--- config.mk ---
export PLATFORM = sky130hd
export DESIGN_NAME = uart_tx_param
export DESIGN_NICKNAME = d
export VERILOG_FILES = /design/src/rtl/uart_tx_param.sv
export SDC_FILE = /design/constraint.sdc
export NUM_CORES = 1
export LEC_CHECK = 0
export ABC_AREA = 1
export BUFFER_PORTS_ARGS = -buffer_cell sky130_fd_sc_hd__clkbuf_2
export CAP_MARGIN = 20
export CORE_MARGIN = 3
export CORE_UTILIZATION = 54
export DETAILED_ROUTE_END_ITERATION = 6
export HOLD_SLACK_MARGIN = 0.02
export PLACE_DENSITY = 0.75
export SYNTH_ARGS = -nofsm -noshare
export SYNTH_HDL_FRONTEND = slang
export SYNTH_SLANG_ARGS = --single-unit
--- constraint.sdc ---
create_clock -name clk -period 2.3 [get_ports clk]
set_clock_uncertainty 0.1 [all_clocks]
set_input_delay 0.46 -clock clk [delete_from_list [all_inputs] [get_ports clk]]
set_output_delay 0.46 -clock clk [all_outputs]
set_load 0.02 [all_outputs]
--- src/rtl/uart_tx_param.sv ---
`default_nettype none
// +-----------------------------------------------------------------------------+
// | uart_tx_param : FIFO-buffered UART transmitter, one start drains the queue.   |
// | Optional macro UART_TX_PARITY_EN adds an even-parity bit.       Rev 1.0       |
// +-----------------------------------------------------------------------------+
module uart_tx_param #(
  parameter int CLK_DIV    = 434,
  parameter int DATA_W     = 8,
  parameter int FIFO_DEPTH = 4,
  parameter int STOP_BITS  = 1
) (
  input  logic                        clk,
  input  logic                        reset,
  input  logic                        load,
  input  logic [DATA_W-1:0]           din,
  input  logic                        start,
  output logic                        serialo,
  output logic                        busy,
  output logic                        full,
  output logic                        empty,
  output logic [$clog2(FIFO_DEPTH):0] count,
  output logic                        overflow
);

  localparam int AW = $clog2(FIFO_DEPTH);
  localparam int DW = (CLK_DIV > 2) ? $clog2(CLK_DIV) : 1;
  localparam int BW = $clog2(DATA_W + 1);

  localparam logic [DW-1:0] C_DIV_LAST  = DW'(CLK_DIV - 1);
  localparam logic [DW-1:0] C_DIV_ONE   = DW'(1);
  localparam logic [BW-1:0] C_DATA_LAST = BW'(DATA_W - 1);
  localparam logic [BW-1:0] C_STOP_LAST = BW'(STOP_BITS - 1);
  localparam logic [BW-1:0] C_BIT_ONE   = BW'(1);
  localparam logic [AW-1:0] C_PTR_ONE   = AW'(1);
  localparam logic [AW:0]   C_CNT_ONE   = (AW+1)'(1);
  localparam logic [AW:0]   C_DEPTH     = (AW+1)'(FIFO_DEPTH);

  typedef enum logic [2:0] {
    S_IDLE  = 3'd0,
    S_START = 3'd1,
    S_DATA  = 3'd2,
    S_STOP  = 3'd3
`ifdef UART_TX_PARITY_EN
    , S_PAR = 3'd4
`endif
  } state_t;

  state_t              r_state;
  state_t              w_state_nxt;

  logic [DATA_W-1:0]   r_mem [FIFO_DEPTH];
  logic [AW-1:0]       r_wr_ptr;
  logic [AW-1:0]       r_rd_ptr;
  logic [AW:0]         r_count;
  logic                r_overflow;

  logic [DW-1:0]       r_div;
  logic [BW-1:0]       r_bit;
  logic [DATA_W-1:0]   r_shift;
  logic                r_serialo;

  logic                w_full;
  logic                w_empty;
  logic                w_push;
  logic                w_pop;
  logic                w_bit_end;
  logic                w_line;

`ifdef UART_TX_PARITY_EN
  logic                r_parity;
`endif

  assign w_full    = (r_count == C_DEPTH);
  assign w_empty   = (r_count == '0);
  assign w_push    = load && !w_full;
  assign w_bit_end = (r_div == C_DIV_LAST);

  // ---------------------------------------------------------------- FIFO
  always_ff @(posedge clk) begin
    if (!reset) begin
      r_wr_ptr   <= '0;
      r_rd_ptr   <= '0;
      r_count    <= '0;
      r_overflow <= 1'b0;
    end else begin
      if (w_push) begin
        r_wr_ptr <= r_wr_ptr + C_PTR_ONE;
      end
      if (w_pop) begin
        r_rd_ptr <= r_rd_ptr + C_PTR_ONE;
      end
      case ({w_push, w_pop})
        2'b10:   r_count <= r_count + C_CNT_ONE;
        2'b01:   r_count <= r_count - C_CNT_ONE;
        default: r_count <= r_count;
      endcase
      if (load && w_full) begin
        r_overflow <= 1'b1;
      end
    end
  end

  // Storage needs no reset: a slot is only read after it has been written.
  always_ff @(posedge clk) begin
    if (reset && w_push) begin
      r_mem[r_wr_ptr] <= din;
    end
  end

  // ---------------------------------------------------------------- FSM
  always_comb begin
    w_state_nxt = r_state;
    w_pop       = 1'b0;
    case (r_state)
      S_IDLE: begin
        if (start && !w_empty) begin
          w_state_nxt = S_START;
          w_pop       = 1'b1;
        end
      end
      S_START: begin
        if (w_bit_end) begin
          w_state_nxt = S_DATA;
        end
      end
      S_DATA: begin
        if (w_bit_end && (r_bit == C_DATA_LAST)) begin
`ifdef UART_TX_PARITY_EN
          w_state_nxt = S_PAR;
`else
          w_state_nxt = S_STOP;
`endif
        end
      end
`ifdef UART_TX_PARITY_EN
      S_PAR: begin
        if (w_bit_end) begin
          w_state_nxt = S_STOP;
        end
      end
`endif
      S_STOP: begin
        // Chain straight into the next start bit so a burst has no idle gap.
        if (w_bit_end && (r_bit == C_STOP_LAST)) begin
          if (!w_empty) begin
            w_state_nxt = S_START;
            w_pop       = 1'b1;
          end else begin
            w_state_nxt = S_IDLE;
          end
        end
      end
      default: begin
        w_state_nxt = S_IDLE;
      end
    endcase
  end

  always_comb begin
    w_line = 1'b1;
    case (r_state)
      S_START: w_line = 1'b0;
      S_DATA:  w_line = r_shift[0];
`ifdef UART_TX_PARITY_EN
      S_PAR:   w_line = r_parity;
`endif
      default: w_line = 1'b1;
    endcase
  end

  always_ff @(posedge clk) begin
    if (!reset) begin
      r_state   <= S_IDLE;
      r_div     <= '0;
      r_bit     <= '0;
      r_shift   <= '0;
      r_serialo <= 1'b1;
    end else begin
      r_state   <= w_state_nxt;
      r_serialo <= w_line;
      r_div     <= ((r_state == S_IDLE) || w_bit_end) ? '0 : r_div + C_DIV_ONE;
      if (w_state_nxt != r_state) begin
        r_bit <= '0;
      end else if (w_bit_end) begin
        r_bit <= r_bit + C_BIT_ONE;
      end
      if (w_pop) begin
        r_shift <= r_mem[r_rd_ptr];
      end else if ((r_state == S_DATA) && w_bit_end) begin
        r_shift <= r_shift >> 1;
      end
    end
  end

`ifdef UART_TX_PARITY_EN
  always_ff @(posedge clk) begin
    if (!reset) begin
      r_parity <= 1'b0;
    end else if (w_pop) begin
      r_parity <= ^r_mem[r_rd_ptr];
    end
  end
`endif

  assign serialo  = r_serialo;
  assign busy     = (r_state != S_IDLE);
  assign full     = w_full;
  assign empty    = w_empty;
  assign count    = r_count;
  assign overflow = r_overflow;

endmodule
`default_nettype wire

---- After elaboration in Yosys (flattened, before gate mapping) ----
Memories as Yosys holds them, arrays and structs flattened. A register that Yosys moved wholly into a read port is not among the register bits.
Index checks and enable logic that the tools add are counted.
storage, ports and cells
  bits in registers ....................... 33
  memory bits (writable) .................. 32
  bits of input ports ..................... 12
  output and inout bits ................... 8
  word-level logic and storage cells ...... 62
  memories kept ........................... 1
memory list
  name   depth  bits a word  rd ports  clocked after memory_dff  write ports  RTL line  source
  r_mem  4      8            1         1                         1            51        logic [DATA_W-1:0] r_mem [FIFO_DEPTH];
operators by class
  $add $sub $neg .......................... 6
  equality and inequality tests ........... 9
  muxes and demuxes ....................... 18
  bitwise gates (word level) .............. 1
  reductions and logical operators ........ 18
operator list
  cell                                                                 count
  8-bit two-way mux                                                    2
  3-bit two-way mux                                                    4
  3-bit one-hot mux with 4 select lines                                1
  9-bit by 1-bit adder with 9-bit output (second input constant)       1
  9-bit == test (second input constant)                                1
  1-bit logical AND                                                    7
  3-bit by 2-bit == test with 1-bit output (second input constant)     2
  3-bit zero test                                                      2
  1-bit two-way mux                                                    6
  3-bit one-hot mux with 2 select lines                                1
  2-bit by 1-bit adder with 2-bit output (second input constant)       2
  4-bit by 1-bit adder with 4-bit output (second input constant)       1
  4-bit by 3-bit == test with 1-bit output (second input constant)     1
  4-bit zero test                                                      1
  2-bit two-way mux                                                    2
  1-bit one-hot mux with 2 select lines                                2
  2-bit nonzero test                                                   2
  2-bit OR reduction                                                   2
  3-bit by 1-bit adder with 3-bit output (second input constant)       1
  3-bit by 1-bit == test with 1-bit output (second input constant)     1
  3-bit == test (second input constant)                                1
  3-bit != test                                                        1
  3-bit nonzero test                                                   1
  3-bit by 1-bit subtractor with 3-bit output (second input constant)  1
  other kinds (5)                                                      6

---- Depth between registers and ports, before layout ----
  word-level depth ........................ 7
  gate-level depth with buffers ........... 15
  gate-level depth less buffers ........... 15

---- Least setup slack after synthesis ----
No wires, ideal clock.
  kind .................................... reg-to-reg
  from .................................... register r_count[2], in the netlist count[2]
  to ...................................... register r_count[2], in the netlist count[2]
  library setup time ...................... 122 ps
  arrival ................................. 2351 ps
  data required time ...................... 2078 ps
  slack ................................... -273 ps
  cell stages (with the launch flop) ...... 12
  path buffers ............................ 0
  clock period less this slack ............ 2573 ps
  cells stage by stage .................... dfxtp_1 -> inv_1 -> nor3_1 -> nor2_1 -> inv_1 -> ha_1 -> inv_1 -> fa_1 -> a21oi_1 -> o21ai_0 -> o21ai_0 -> a21oi_1
between the ends
  elaborated cells on any way between the ends .. 16
  classes of those cells .................. add/sub (2); eq/ne (3); mux (5); reduce/logical (6)
RTL lines
  item                                                                         RTL line  source
  start: declaration                                                           54        logic [AW:0] r_count;
  start signal: assignment                                                     93        2'b10: r_count <= r_count + C_CNT_ONE;
  start signal: assignment                                                     94        2'b01: r_count <= r_count - C_CNT_ONE;
  start signal: assignment                                                     95        default: r_count <= r_count;
  3-bit == test (*)                                                            73        assign w_full = (r_count == C_DEPTH);
  net full                                                                     19        output logic full,
  1-bit zero test (*)                                                          75        assign w_push = load && !w_full;
  1-bit logical AND (*)                                                        75
  2-bit by 1-bit == test with 1-bit output or 2-bit == test (tied branches)    92        case ({w_push, w_pop})
  3-bit one-hot mux with 2 select lines or 2-bit nonzero test (tied branches)  --
Mark *: on every way through the listed nets, which the timed path passes. The rest lies on a longest branch.
A chain may end at the register's enable or synchronous reset.

---- Worst setup path in the final report ----
  from .................................... register r_div[1]
  to ...................................... register r_count[2], in the netlist count[2]
between the ends
  word-level cells in the longest chain between the ends .. 6
  elaborated cells on any way between the ends .. 8
  classes of those cells .................. eq/ne (3); mux (3); reduce/logical (2)
RTL lines
  item                                                                         RTL line  source
  start: declaration                                                           57        logic [DW-1:0] r_div;
  start signal: assignment                                                     181       r_div <= ((r_state == S_IDLE) || w_bit_end) ? '0 : r_div + C_DIV_ONE;
  9-bit == test (*)                                                            76        assign w_bit_end = (r_div == C_DIV_LAST);
  1-bit logical AND (*)                                                        144       if (w_bit_end && (r_bit == C_STOP_LAST)) begin
  1-bit two-way mux (*)                                                        144
  1-bit one-hot mux with 2 select lines (*)                                    114       case (r_state)
  2-bit by 1-bit == test with 1-bit output or 2-bit == test (tied branches)    92
  3-bit one-hot mux with 2 select lines or 2-bit nonzero test (tied branches)  --
Mark *: on every way between the ends. The rest lies on a longest branch, timed or not.

==> summary.md <==
| Metric | Value |
|---|---|
| Critical path's slowest cell | `fa_2` |
| Data required time of the worst path | `2.41 ns` |
| Critical-path cell list | `inv_2 -> ha_4 -> nand2_1 -> inv_1 -> nand2_2 -> nor2_4 -> nand4_4 -> nand2_4 -> ha_4 -> inv_2 -> fa_2 -> a21oi_1 -> o21ai_1 -> o21ai_1 -> a21oi_1` |
| Cell taking the most area after synthesis | `edfxtp_1` |
| Worst IR Drop VDD | `0.0005792 V` |
| Crit path capture type | `flip-flop` |
| Sequential power share | `49.6%` |
| Area delta synth->final | `19.57%` |
| Die Ht | `80.04 um` |
| Synth Area per Inst | `slightly above 9 um2` |
| Min Tclk post-route | `around 2.2 ns` |
| Post-synth ARST share | `0%` |
| DR iter-0 viols | `roughly 110` |
| Port Buf Inserts | `19` |
| Max-cap violations | `0` |
| Synth Net Count | `roughly 340` |
| CTS tree | `yes` |
| Via count | `between 2000 and 2500` |
| Hold Path Class | `in -> reg` |
| Critical path class | `reg -> reg` |
| Die width | `~80 um` |
| Mapped Cells | `317` |
| Gate power share | `between 10% and 20%` |
| Max-slew violations | `0` |
| CP Max Fanout | `3` |
| CTS root buffer | `clkbuf_8` |
| Starting Density | `a little under three fifths` |
| Leak | `~1.4 nW` |
| Synth Flop Type | `dfxtp_1` |
| Row count | `26` |
| Pwr per Cell Area | `around 760 nW/um2` |
| Status | `complete, no violations` |
| Critical path buffer and inverter count | `3` |
| Fin crit share | `around 95%` |
| GRT overflow | `0` |
| Largest net degree at the start of global routing | `17` |
| Aggregate routed wire length | `between 5 and 6 mm` |
| Clock sink count | `67` |
| Vias per cell | `between 4 and 5` |
| Hold Vio Cnt, Final | `0` |
| Synth top area cells | `edfxtp_1 (32%), dfxtp_1 (24%), nor2_1 (7.9%)` |
| Clock group share of total power | `between 30 and 40%` |
| Sequential-to-total area share from yosys stat | `a little under three fifths` |
| YS warnings | `0` |
| Post-Place Cells | `slightly above 400` |
| Total track usage | `between 10% and 20%` |
| Initial antenna violation count | `0` |
| CP peak stage delay | `between 0.3 and 0.4 ns` |
| First-pass GRT wire length | `approximately 9 mm` |
| Routability Congestion | `between 0.8 and 0.9` |
| Clk_lat worst skew | `0.33 ns` |
| Number of synthesized flops with an enable pin | `32` |
| Post-layout net count | `roughly 380` |
| Clock buffer depth | `2` |
| H-tree lvl count | `3` |
| Fin area | `3540 um2` |
| Final Non-Filler Cells | `434` |
| Crit path launch type | `flip-flop` |
| Pwr Total | `0.002679 W` |
| Post-DP Area | `about 3200 um2` |
| Sw Share | `about 25%` |
| DRT antenna net count | `0` |
| Hold_buf cts | `0` |
| Hpwl dp | `between 3 and 4 mm` |
| Synth unique cells | `35` |
| Synth Register Bits | `67` |
| Unrepaired setup endpoints after global routing | `false` |
| Cts bufs inserted | `9` |
| Psw | `between 0.0006 and 0.0007 W` |
| Fin Hold WS | `0.2432 ns` |
| Post-synthesis cell area | `between 2000 and 3000 um2` |
| Top delay family on crit path | `adder cells` |
| Vias in the first global route | `between 2000 and 2500` |
| Endpoints failing setup | `0` |
| Share of layout cells above drive strength 1 | `24.18%` |
| WL per Instance | `between 10 and 15 um` |
| Fmax | `459.6 MHz` |
| Core area | `between 5000 and 6000 um2` |
| Worst-path clk slew | `around 0.070 ns` |
| Initial DRT Pass Iterations | `5` |
| DRC viols | `0` |
| Setup_tns | `0 ns` |
| Top cell type's share of synthesized area | `32.46%` |
| Antenna cells | `0` |
| CP arrival | `2.29 ns` |
| Ports | `20` |
| Cell internal pwr | `between 0.002 and 0.0025 W` |
| Die area | `6406 um2` |
through the flow:
step,utilization (%),worst slack [ns]
after floorplan,-,0.005489
after detailed placement,62.33,-0.07674
after CTS,66.59,0.02157
after global placement,62.33,0.02442
after global routing,68.00,0.01490
final,68.00,0.1243
logic make-up (layout without fill, tap and decap cells):
logic type               count (synthesis)  after routing  share of synthesized area [%]
XOR/XNOR                                 5              5                          1.479
flip-flops                              67             67                          56.13
AND/OR/NAND/NOR                        131            131                          21.81
adder cells (fa/ha/maj)                 10             10                          4.480
AO/OA/AOI/OAI                           54             54                          9.637
buffers and inverters                   49             96                          6.339
other                                    1              1                         0.1267
flip-flops by register name (all words and copies together), names as in the netlist, named ones only:
signal    count
r_mem        32
count         3
r_wr_ptr      2
serialo       1
r_shift       8
r_div         9
r_rd_ptr      2
r_state       3
r_bit         4
overflow      1
synth_stat cells (3+ instances only):
cell and number:
xor2_1 4, nand3_1 5, inv_2 4, a21oi_1 12, nand3_2 6, nand4_1 3, o21ai_0 31, nor3b_1 3
edfxtp_1 32, inv_1 39, nor2_2 3, ha_1 9, nor2_1 62, nand2_1 34, o22ai_1 8, nor3_1 3
dfxtp_1 35
cell usage in the layout (no fill, tap or decap), types with 2 or more instances in the layout:
cell type,count
nor2_1,61
inv_1,37
nand2_1,34
edfxtp_1,32
dfxtp_1,30
o21ai_0,29
clkbuf_2,19
buf_4,16
a21oi_1,11
clkbuf_8,9
o22ai_1,8
ha_1,7
inv_2,6
nand3_2,6
nand3_1,5
dfxtp_2,5
nor2_2,4
xor2_1,4
nand4_1,3
nor3_4,2
nand2_2,2
nor2_4,2
clkinv_2,2
clkinv_1,2
a31oi_1,2
o21ai_1,2
nor3b_1,2
nor3_1,2
ha_4,2
clkinvlp_4,2
bufinv_16,2
metal layers:
layer	vias up	GRT usage (%)	part of all wire (%)	wire, um
met5	-	0	0	0
met4	0	8.277	0.79	44
met1	992	23.02	46	2553
met2	35	32.12	50	2767
met3	4	5.192	3.5	192
li1	1130	-	-	-
power groups by stage:
stage / registers, W / clock network (W) / logic, W
finish: 0.00133 / 0.00105 / 0.000299
global route: 0.00133 / 0.00113 / 0.000336
CTS: 0.00133 / 0.00107 / 0.000281
detailed placement: 0.00135 / 0 / 0.000280
global placement: 0.00135 / 0 / 0.000270
floorplan: 0.00136 / 0 / 0.000185
timing repair:
| action | CTS | global route |
|---|---|---|
| pin swaps | 0 | 5 |
| gates resized for setup | 1 | 15 |
| setup buffers | 0 | 3 |
| setup endpoints to repair | 1 | 2 |
final timing paths:
path | from | to | slack [ns] | depth (start not counted)
setup / recovery | r_div[1] | count[2] | 0.12 | 15
hold / removal | din[1] | r_mem[2][1] | 0.24 | 1
setup reg to reg | r_div[1] | count[2] | 0.12 | 15
hold reg to reg | overflow | overflow | 0.36 | 2
final cells by class:
cell class,count,area [um2]
Tap cell,70,87.58
Inverter,45,170.2
Clock buffer,9,123.9
Clock inverter,7,92.59
Multi-Input combinational cell,201,1182
Fill cell,417,1665
Sequential cell,67,1668
Timing Repair Buffer,35,215.2
Power figures use the tool's default switching activity.
